--- config.mk ---
export PLATFORM = sky130hd
export DESIGN_NAME = uart_tx_fifo
export DESIGN_NICKNAME = d
export VERILOG_FILES = /design/src/rtl/uart_tx_fifo.sv
export SDC_FILE = /design/constraint.sdc
export NUM_CORES = 1
export LEC_CHECK = 0
export ABC_AREA = 1
export CORE_MARGIN = 4
export CORE_UTILIZATION = 59
export CTS_CLUSTER_DIAMETER = 50
export DETAILED_ROUTE_END_ITERATION = 16
export DONT_BUFFER_PORTS = 1
export HOLD_SLACK_MARGIN = 0.02
export PLACE_DENSITY = 0.75
export SLEW_MARGIN = 5
export SYNTH_ARGS = -nofsm -noshare
export SYNTH_HDL_FRONTEND = slang
export SYNTH_SLANG_ARGS = --single-unit
export TNS_END_PERCENT = 50
--- constraint.sdc ---
create_clock -name clk -period 2.6 [get_ports clk]
set_input_delay 0.26 -clock clk [delete_from_list [all_inputs] [get_ports clk]]
set_output_delay 0.26 -clock clk [all_outputs]
set_load 0.01 [all_outputs]
--- src/rtl/uart_tx_fifo.sv ---
// 8N1 UART transmitter fed by a small write-side FIFO.
// Frames go out back-to-back while the FIFO holds data.
module uart_tx_fifo #(
    parameter int CLKS_PER_BIT = 87,
    parameter int FIFO_AW      = 2
) (
    input  logic               clk,
    input  logic               rst_n,
    input  logic [7:0]         wr_data,
    input  logic               wr_en,
    output logic               full,
    output logic               empty,
    output logic [FIFO_AW:0]   fifo_count,
    output logic               overflow,
    output logic               tx_serial,
    output logic               tx_active,
    output logic               tx_done
);

    localparam int DEPTH = 1 << FIFO_AW;
    localparam logic [15:0] CLK_LAST = 16'(CLKS_PER_BIT - 1);
    localparam logic [FIFO_AW:0] CNT_FULL = (FIFO_AW + 1)'(DEPTH);
    localparam logic [FIFO_AW:0] CNT_ONE = (FIFO_AW + 1)'(1);
    localparam logic [FIFO_AW-1:0] PTR_ONE = FIFO_AW'(1);

    typedef enum logic [1:0] {
        IDLE,
        START,
        DATA,
        STOP
    } state_t;

    state_t             state;
    logic [15:0]        clk_cnt;
    logic [2:0]         bit_idx;
    logic [7:0]         shreg;
    logic [7:0]         mem [DEPTH];
    logic [FIFO_AW-1:0] wr_ptr;
    logic [FIFO_AW-1:0] rd_ptr;
    logic [FIFO_AW:0]   cnt_nxt;
    logic               push;
    logic               pop;
    logic               bit_end;

    assign bit_end = (clk_cnt == CLK_LAST);
    assign push    = wr_en && !full;
    assign pop     = !empty &&
                     (state == IDLE || (state == STOP && bit_end));

    always_comb begin
        cnt_nxt = fifo_count;
        if (push && !pop)
            cnt_nxt = fifo_count + CNT_ONE;
        else if (pop && !push)
            cnt_nxt = fifo_count - CNT_ONE;
    end

    always_ff @(posedge clk) begin
        if (push)
            mem[wr_ptr] <= wr_data;
    end

    always_ff @(posedge clk or negedge rst_n) begin
        if (!rst_n) begin
            wr_ptr     <= '0;
            rd_ptr     <= '0;
            fifo_count <= '0;
            full       <= 1'b0;
            empty      <= 1'b1;
            overflow   <= 1'b0;
        end else begin
            if (push)
                wr_ptr <= wr_ptr + PTR_ONE;
            if (pop)
                rd_ptr <= rd_ptr + PTR_ONE;
            fifo_count <= cnt_nxt;
            full       <= (cnt_nxt == CNT_FULL);
            empty      <= (cnt_nxt == '0);
            overflow   <= wr_en && full;
        end
    end

    // Line and status are registered alongside the state they belong to.
    always_ff @(posedge clk or negedge rst_n) begin
        if (!rst_n) begin
            state     <= IDLE;
            clk_cnt   <= '0;
            bit_idx   <= '0;
            shreg     <= '0;
            tx_serial <= 1'b1;
            tx_active <= 1'b0;
            tx_done   <= 1'b0;
        end else begin
            tx_done <= 1'b0;
            unique case (state)
                IDLE: begin
                    tx_serial <= 1'b1;
                    tx_active <= 1'b0;
                    if (pop) begin
                        shreg     <= mem[rd_ptr];
                        clk_cnt   <= '0;
                        bit_idx   <= '0;
                        tx_serial <= 1'b0;
                        tx_active <= 1'b1;
                        state     <= START;
                    end
                end
                START: begin
                    if (bit_end) begin
                        clk_cnt   <= '0;
                        tx_serial <= shreg[0];
                        shreg     <= shreg >> 1;
                        state     <= DATA;
                    end else begin
                        clk_cnt <= clk_cnt + 16'd1;
                    end
                end
                DATA: begin
                    if (bit_end) begin
                        clk_cnt <= '0;
                        bit_idx <= bit_idx + 3'd1;
                        if (bit_idx == 3'd7) begin
                            tx_serial <= 1'b1;
                            state     <= STOP;
                        end else begin
                            tx_serial <= shreg[0];
                            shreg     <= shreg >> 1;
                        end
                    end else begin
                        clk_cnt <= clk_cnt + 16'd1;
                    end
                end
                STOP: begin
                    if (bit_end) begin
                        clk_cnt <= '0;
                        bit_idx <= '0;
                        tx_done <= 1'b1;
                        if (pop) begin
                            shreg     <= mem[rd_ptr];
                            tx_serial <= 1'b0;
                            state     <= START;
                        end else begin
                            tx_active <= 1'b0;
                            state     <= IDLE;
                        end
                    end else begin
                        clk_cnt <= clk_cnt + 16'd1;
                    end
                end
                default: state <= IDLE;
            endcase
        end
    end

endmodule

Yosys cells after proc, flatten, opt, wreduce, memory -nomap -nowiden --
Memory sizes are Yosys's and may differ from the RTL's. Index checks and enable logic that the tools add are counted.
Operators by class: add/sub/neg operators 6, equality and inequality tests 14, muxes and demuxes 37, reduce and logical (&&, ||, !) cells 21
Operators with widths (number):
- two-way mux 8 bit | 5
- two-way mux 16 bit | 2
- one-hot mux 16 bit (2 select lines) | 1
- one-hot mux 8 bit (4 select lines) | 1
- adder 16 x 1 -> 16 bit, second input constant | 1
- == test 16 x 7 -> 1 bit, second input constant | 1
- != test 2 bit, second input constant | 8
- two-way mux 3 bit | 5
- two-way mux 1 bit | 14
- AND reduction 4 bit | 3
- two-way mux 2 bit | 5
- one-hot mux 3 bit (3 select lines) | 1
- one-hot mux 2 bit (4 select lines) | 1
- adder 3 x 1 -> 3 bit, second input constant | 2
- == test 3 bit, second input constant | 2
- logical AND 1 bit | 6
- AND reduction 5 bit | 1
- adder 2 x 1 -> 2 bit, second input constant | 2
- == test 2 bit, second input constant | 2
- logical NOT 1 bit | 4
- one-hot mux 1 bit (4 select lines) | 1
- logical NOT 3 bit | 1
- AND reduction 3 bit | 1
- nonzero test 3 bit | 1
- 7 further kinds | 7
Word-level totals: register bits 42, RAM bits 32, bits of input ports 11, output and inout port bits 9, logic and storage cells 92, memories 1
Memories:
- mem | depth 4, width 8, read ports 1, clocked after Yosys merged registers in 0, wr ports 1, RTL line 37 | logic [7:0] mem [DEPTH];

Depth between registers and ports, before layout --
Gate-level depths: netlist of the first run.
word-level depth 8, depth in mapped cells 15

Worst setup path after synthesis of the first run --
OpenSTA, ideal clock, no wires.
path kind flip-flop to flip-flop, start point reg state[0], end point reg shreg[6], library setup time 0.074 ns, arrival 1.751 ns, setup slack 0.775 ns, stages on the path, launching flop included 10, clock period less this slack 1.825 ns, path through dfrtp_1 -> inv_1 -> ha_1 -> or2_2 -> o21ai_1 -> nand2_1 -> a21oi_4 -> buf_6 -> o211ai_2 -> o21ai_2
Between the ends: word-level cells in the longest chain between the ends 7, elaborated cells on any way between the ends 15, those cells by class eq/ne (7); mux (3); reduce/logical (5)
Ends and longest elaborated chain:
- from (decl) | RTL line 33 | state_t state;
- from (signal assigned) | RTL line 86 | state <= IDLE;
- from (signal assigned) | RTL line 105 | state <= START;
- from (signal assigned) | RTL line 113 | state <= DATA;
- == test 2 bit | RTL line 48, 95
- logical AND 1 bit | RTL line 48 | (state == IDLE || (state == STOP && bit_end));
- logical OR 1 bit | RTL line 48
- logical AND 1 bit | RTL line 47 | assign pop = !empty &&
- two-way mux 8 bit (2 in a row)
- one-hot mux 8 bit (4 select lines) | RTL line 95 | unique case (state)
- to (signal assigned) | RTL line 100 | shreg <= mem[rd_ptr];
- to (signal assigned) | RTL line 112 | shreg <= shreg >> 1;
- to (signal assigned) | RTL line 127 | shreg <= shreg >> 1;
- to (decl) | RTL line 36 | logic [7:0] shreg;
Several ways; a longest one is shown, not always the timed one. The select of a mux whose other input is x is not followed. A chain may end at the register's enable or synchronous reset.

Worst setup path in the final report of the first run --
start point reg state[1], end point reg shreg[1]
Same word-level chain as after synthesis.

==> results of run 1 <==
through the flow:
step           cell area (um2)  worst slack (ps)
5_1_grt                   4070               224
2_1_floorplan             3660               775
4_1_cts                   4070               431
6_report                  4070               439
3_5_place_dp              3740               441
3_3_place_gp              3740               583
layer usage:
layer	GRT usage (%)	vias up	share of wire, %
li1	-	1344	-
met2	33.1	49	47
met1	29.0	1266	47
met5	0	-	0
met3	5.42	7	4.6
met4	7.93	0	1.2
power by group:
group	total (mW)	switching (mW)	internal, mW
clock network	0.944	0.484	0.460
logic	0.437	0.276	0.160
registers	1.50	0.105	1.40
layout make-up:
cell class | count | area (um2)
clock inverter | 7 | 82.6
clock buffer | 9 | 124
sequential | 74 | 2010
tap | 75 | 93.8
fill | 485 | 1890
timing repair buffer | 17 | 165
multi-input combinational | 254 | 1400
inverter | 51 | 191
critical path: stages (launching register included):
cell      delay [ps]
dfrtp_1          440
inv_1            180
ha_1             280
inv_1            140
nand2_2          250
nand3_4          170
a21oi_4          370
o211ai_1         140
o21ai_0          100
registers in the layout, summed over array words and instances, names as in the netlist:
signal,count
mem,32
tx_serial,1
bit_idx,3
fifo_count,3
tx_done,1
empty,1
wr_ptr,2
clk_cnt,16
full,1
state,2
overflow,1
shreg,8
tx_active,1
rd_ptr,2
path summary, 6_finish.rpt:
| kind | startpoint | endpoint |
|---|---|---|
| min reg2reg | bit_idx[1] | bit_idx[1] |
| max in group asynchronous | rst_n | tx_serial |
| min in group asynchronous | rst_n | clk_cnt[13] |
| min | wr_en | wr_ptr[0] |
| max | state[1] | shreg[1] |
| max reg2reg | state[1] | shreg[1] |
cell families (layout without fill, tap and decap cells):
kind of cell | after synthesis | count (layout)
AND/OR/NAND/NOR | 150 | 150
XOR/XNOR | 8 | 8
flip-flops | 74 | 74
AO/OA/AOI/OAI | 80 | 80
adder cells (fa/ha/maj) | 16 | 16
buffers and inverters | 61 | 84
cell usage after synthesis (2+ instances only):
cell      number  area [um2]
a21oi_1       20         100
a31oi_1        2        12.5
a32oi_1        7        61.3
buf_2          2        10.0
buf_6          2        22.5
clkbuf_1       4        15.0
clkinv_1       2        7.51
dfrtp_1       40        1000
dfstp_2        2        52.6
edfxtp_1      32         961
ha_1          16         200
inv_1         49         184
nand2_1       83         312
nand2_2        2        12.5
nand3_1       19        95.1
nand4_1        4        25.0
nor2_1        32         120
nor2_2         3        18.8
nor3_1         2        10.0
o211ai_1       7        52.6
o21ai_0       32         160
o22ai_1        4        25.0
o32ai_1        2        17.5
or2_2          2        12.5
xnor2_1        2        17.5
xor2_1         6        52.6
==> flow_summary.ini, run 1 <==
[floorplan]
die_y_um = 86.8
rows = 28
fp.dieW_um = 86.8
ioPinCount = 20
core_area_um2 = 5960
die-area_um2 = 7530
initial_core_util_pct = 61.5

[cells_and_area]
synthToLayoutAreaGrowth_pct = 11.1
drive_gt1_share_pct = 8.98
nets = 434
utilization_pct = 68.3
diodes = 0
layoutNonFillerInstCount = 487
final_common_cell = nand2_1
layout_common_cells = nand2_1, inv_1, dfrtp_1

[synthesis]
synth_top_family_by_area = simple AND/OR/NAND/NOR gates
synth_adder_area_share_pct = 5.47
ys_ff_latch = 74
synth.yosys.warnings = 0
synthMuxAreaShare_pct = 0
synth_edf_count = 32
avgSynthCellArea_um2 = 9.41
synthDistinctLibCells = 37
ys_seq_area_share_pct = 55.0
async_flop_share_pct = 56.8
synth-main-ff-cell = dfrtp_1
synth_area_um2 = 3660
synth_compound_area_share_pct = 13.3
synth_fp_nets = 416
synth_simple_gate_area_share_pct = 17.5
synthesis.instances = 389
synth_xor_area_share_pct = 1.91

[setup_path]
r2r_cells = 8
critPathArrivalTime_ps = 2440
start_kind = flip-flop
end_kind = flip-flop
cp_max_fo = 16
r2r_slack_ps = 440
crit_type = reg2reg
cp.required_ps = 2880

[detailed_routing]
num_vias = 2666
first_iter_violations = 121
avgViaCountPerCell = 5.47
drtPass1Iterations = 5
antenna_left = 0
wl_mm = 7.22
drc = 0
avgRoutedWirePerCell_um = 14.8

[sta]
fin_crit_ps = 2160
max_freq_mhz = 463
rsz0062_at_grt = false
tightest_slew_ps = 530
fin_skew_ps = 8.06
holdWs_ps = 212
hold_viol_final = 0
setup-violations-final = 0
slew_headroom_pct = 64.7
tns_ps = 0
drv_slew = 0
fin_crit_sh_pct = 83.1

[global_routing]
overflow = 0
first_global_vias = 2638
track_usage_pct = 21.3
antenna_found_initial = 0
grt_start_max_net_pins = 43
grt_pass1_wl_mm = 12.3

[clock_network]
cts_resized = 0
cts_made_buffers = 9
cts_setup_buffers = 0
clk_path_buf_depth = 2
clk_latency_ps = 360
cts.clk_slew.worst_paths_ps = 90
cts_sinks = 74
clock-root-buffer = clkbuf_8
cts_tree = yes
hold_buffers = 11
htree_levels = 3

[run]
drv_cap = 0

[hold_path]
hp-class = in2reg
min_path_cells = 3

[status]
outcome = finished clean

[place]
portBuffers = 0
gp_congestion = 0.852
dp_cells = 460
hpwl_mm = 5.02

[power]
p_total_mw = 2.88
p_leak_nw = 1.81
p_per_area_nw_per_um2 = 709
irDropWorstVdd_mv = 0.555
No activity file was read; power rests on OpenSTA's default activity.
==> run 2: changes to the inputs <==
clock period = 2.15 ns   (was 2.6 ns; I/O delays follow)
==> flow_summary.ini, run 2 (same netlist as run 1, synthesis figures left out) <==
[status]
outcome = finished clean

[setup_path]
cp_slowest_stage_delay_ps = 420
end_kind = flip-flop
r2r-start = clk_cnt[0]
crit_top_cell = nand2_1
cp.required_ps = 2390
r2r_slack_ps = 230
r2r_cells = 15
cp_max_fo = 6
crit_family = simple AND/OR/NAND/NOR gates
crit_type = reg2reg
critPathArrivalTime_ps = 2170
start_kind = flip-flop
crit_buf_inv = 2
cpMaxStageDelayCell = dfrtp_1
r2r-end = full
crit_chain = inv_1 > ha_1 > nand2_1 > inv_1 > nand2_1 > nor2_2 > nand2_2 > nand2_2 > nand3_4 > nand2_1 > nand2_1 > nor2_1 > nor2_1 > nand2_1 > nor2_1

[global_routing]
antenna_found_initial = 0
track_usage_pct = 20.5
overflow = 0
first_global_vias = 2530
grt_pass1_wl_mm = 11.7
grt_start_max_net_pins = 43

[floorplan]
ioPinCount = 20
die_y_um = 86.8
fp.dieW_um = 86.8
rows = 28
initial_core_util_pct = 61.5
core_area_um2 = 5960
die-area_um2 = 7530

[clock_network]
clock-root-buffer = clkbuf_8
cts_tree = yes
clk_path_buf_depth = 2
cts_resized = 0
cts.clk_slew.worst_paths_ps = 80
cts_sinks = 74
cts_made_buffers = 9
clk_latency_ps = 350
htree_levels = 3

[detailed_routing]
drc = 0
avgRoutedWirePerCell_um = 14.2
antenna_left = 0
first_iter_violations = 163
avgViaCountPerCell = 5.53
wl_mm = 7.02
num_vias = 2732
drtPass1Iterations = 5

[sta]
rsz0062_at_grt = false
slew_headroom_pct = 61.7
setup-violations-final = 0
fin_crit_sh_pct = 89.5
hold_viol_final = 0
fin_crit_ps = 1920
fin_skew_ps = 7.93
tightest_slew_ps = 575
tns_ps = 0
drv_slew = 0
max_freq_mhz = 520

[cells_and_area]
nets = 441
largest_reg_flops = 32
synthToLayoutAreaGrowth_pct = 12.7
layout_common_cells = nand2_1, inv_1, dfrtp_1
regMostFlops = mem
fill_cells = 451
utilization_pct = 69.3
drive_gt1_share_pct = 10.5
final_common_cell = nand2_1
postLayoutCellArea_um2 = 4130
diodes = 0
largestRegisters = mem x32, clk_cnt x16, shreg x8

[power]
p_leak_nw = 1.85
p_per_area_nw_per_um2 = 832
irDropWorstVdd_mv = 0.833

[hold_path]
min_from = wr_en
min_path_cells = 4
min_delay_worst_endpoint = wr_ptr[1]
hp-class = in2reg

[place]
hpwl_mm = 4.70
portBuffers = 0
gp_congestion = 0.881
post_dp_cell_area_um2 = 3790

[run]
drv_cap = 0
==> run 2: cell types whose count changed in the layout (fill, tap and decap cells not counted), sizes merged <==
cell	before	now
clkinv	2	4
inv	53	51
buf	7	14
==> run 2: worst max path at each step <==
stage	from	end	cells after the start
after floorplan	state[0]	shreg[6]	9
after global placement	state[0]	shreg[2]	8
after global routing	state[0]	empty	11
after CTS	state[0]	shreg[2]	8
after detailed placement	state[0]	shreg[2]	8
final	clk_cnt[0]	full	15
==> run 2: layer usage <==
| layer | global-route usage, % | wire (um) | vias up |
|---|---|---|---|
| met4 | 10.6 | 185 | 0 |
| met2 | 30.8 | 3170 | 83 |
| met1 | 28.3 | 3290 | 1276 |
| met5 | 0 | 0 | - |
| met3 | 3.99 | 373 | 18 |
| li1 | - | - | 1355 |
==> run 2: power breakdown <==
group | switching (mW) | internal [mW]
clock | 0.554 | 0.544
sequential | 0.121 | 1.69
combinational | 0.330 | 0.194
==> run 2: through the flow <==
stage               cells  hold WS [ps]  setup slack, ps  power [mW]
global route          494           218             48.0        3.62
detailed placement    466         -79.2             94.0        2.33
global placement      466         -79.5              268        2.31
floorplan             389         -80.6              325        2.17
finish                494           185              225        3.43
CTS                   493           173             97.9        3.46
==> run 2: worst register-to-register path, stage by stage (launching register included) <==
cell	delay (ps)
dfrtp_1	420
inv_1	80
ha_1	200
nand2_1	70
inv_1	60
nand2_1	50
nor2_2	110
nand2_2	90
nand2_2	90
nand3_4	130
nand2_1	180
nand2_1	80
nor2_1	90
nor2_1	50
nand2_1	80
nor2_1	50
==> run 2: layout make-up <==
type                    instances  area, um2  share of cell area, %
clock buffers                   9        124                   3.00
inverters                      51        191                   4.64
multi-input cells             254       1400                   33.8
clock inverters                 7       76.3                   1.85
well taps                      75       93.8                   2.27
flip-flops and latches         74       2010                   48.8
repair buffers                 24        230                   5.58
==> run 2: repair_timing <==
action / in CTS / in global routing
buffers inserted: 0 / 1
endpoints found under the hold margin: 75 / 0
hold buffers: 11 / 0
setup endpoints to repair: 0 / 6
==> run 3: changes to the inputs <==
REMOVE_ABC_BUFFERS = 1   (was unset)
==> flow_summary.ini, run 3 (same netlist as run 1, synthesis figures left out) <==
[status]
outcome = finished clean

[detailed_routing]
drtPass1Iterations = 4
antenna_left = 0
first_iter_violations = 164
num_vias = 2680
drc = 0
avgRoutedWirePerCell_um = 14.3
avgViaCountPerCell = 5.43
wl_mm = 7.08

[sta]
max_freq_mhz = 515
rsz0062_at_grt = false
slew_headroom_pct = 62.7
tns_ps = 0
setup-violations-final = 0
tightest_slew_ps = 559
fin_crit_sh_pct = 90.3
fin_crit_ps = 1940
hold_viol_final = 0
drv_slew = 0
fin_skew_ps = 8.48

[place]
portBuffers = 0
hpwl_mm = 4.81
post_dp_cell_area_um2 = 3780
gp_congestion = 0.892
dp_cells = 465

[cells_and_area]
diodes = 0
fill_cells = 451
nets = 441
multi_input_area_um2 = 1400
largestRegisters = mem x32, clk_cnt x16, shreg x8
layoutNonFillerInstCount = 494
synthToLayoutAreaGrowth_pct = 12.7
layout_common_cells = nand2_1, inv_1, dfrtp_1
final-seq-area_um2 = 2010
largest_reg_flops = 32
regMostFlops = mem
final_common_cell = nand2_1
postLayoutCellArea_um2 = 4130
drive_gt1_share_pct = 10.3

[floorplan]
core_area_um2 = 5960
rows = 28
fp.dieW_um = 86.8
die-area_um2 = 7530
die_y_um = 86.8
initial_core_util_pct = 61.5
ioPinCount = 20

[clock_network]
cts_tree = yes
clk_latency_ps = 340
cts_sinks = 74
cts.clk_slew.worst_paths_ps = 80
htree_levels = 3
clk_path_buf_depth = 2
clock-root-buffer = clkbuf_8
cts_made_buffers = 9

[setup_path]
cpMaxStageDelayCell = dfrtp_1
start_kind = flip-flop
r2r-start = state[0]
r2r_cells = 9
cp_slowest_stage_delay_ps = 400
critPathArrivalTime_ps = 2160
r2r-end = shreg[1]
r2r_slack_ps = 210
crit_type = reg2reg
cp_max_fo = 15
crit_chain = inv_1 > ha_1 > or2_2 > o21ai_1 > nand2_1 > a21oi_4 > buf_12 > buf_4 > o21ai_0
end_kind = flip-flop
cp.required_ps = 2370

[global_routing]
grt_pass1_wl_mm = 12.2
antenna_found_initial = 0
overflow = 0
first_global_vias = 2671
grt_start_max_net_pins = 43
track_usage_pct = 20.9

[power]
p_leak_nw = 1.85
irDropWorstVdd_mv = 0.590
p_per_area_nw_per_um2 = 831
p_total_mw = 3.43

[hold_path]
min_from = wr_en
hp-class = in2reg
min_path_cells = 3
min_delay_worst_endpoint = wr_ptr[0]

[run]
drv_cap = 0
[run 3: final cells by class]
class	count	share of cell area [%]
Multi-Input combinational cell	254	33.8
Tap cell	75	2.27
Clock inverter	7	1.88
Timing Repair Buffer	24	5.58
Sequential cell	74	48.8
Clock buffer	9	3.00
Inverter	51	4.64
[run 3: timing repair]
item / CTS / global route
buffers inserted: 0 / 2
hold buffers: 11 / 0
resized for setup: 0 / 0
setup endpoints to repair: 0 / 4
hold endpoints to repair: 75 / 0
[run 3: worst max-delay path by stage]
stage                from  endpoint  slack [ps]  cells after the start
2_1_floorplan    state[0]  shreg[0]         310                      8
3_3_place_gp     state[0]  shreg[2]         270                      8
3_5_place_dp     state[0]  shreg[2]         160                      8
4_1_cts          state[0]  shreg[2]         160                      8
5_1_grt        clk_cnt[0]      full          40                     15
6_report         state[0]  shreg[1]         210                      9
[run 3: power by group]
group          switching [mW]  internal, mW
registers               0.121          1.69
clock network           0.544         0.546
logic                   0.336         0.194
total                    1.00          2.43
[run 3: metal layers]
metal,global-route usage (%),vias to the layer above,wire (um)
met5,0,-,0
met4,6.37,0,94
met3,4.94,9,332
met2,33.5,61,3240
met1,28.3,1254,3420
li1,-,1356,-
[run 3: critical path, delay by kind of cell, from the launching register on]
kind | cells | cell delay (ps)
AO/OA/AOI/OAI | 3 | 400
AND/OR/NAND/NOR | 2 | 440
adder cells (fa/ha/maj) | 1 | 220
buffers and inverters | 3 | 370
flip-flops | 1 | 400
[run 3: through the flow]
step	util (%)	hold slack (ps)	setup WS [ps]
2_1_floorplan	-	-80.6	306
3_3_place_gp	63.4	-79.5	267
3_5_place_dp	63.4	-79.5	160
4_1_cts	68.8	159	165
5_1_grt	69.3	202	40.8
6_report	69.3	183	209
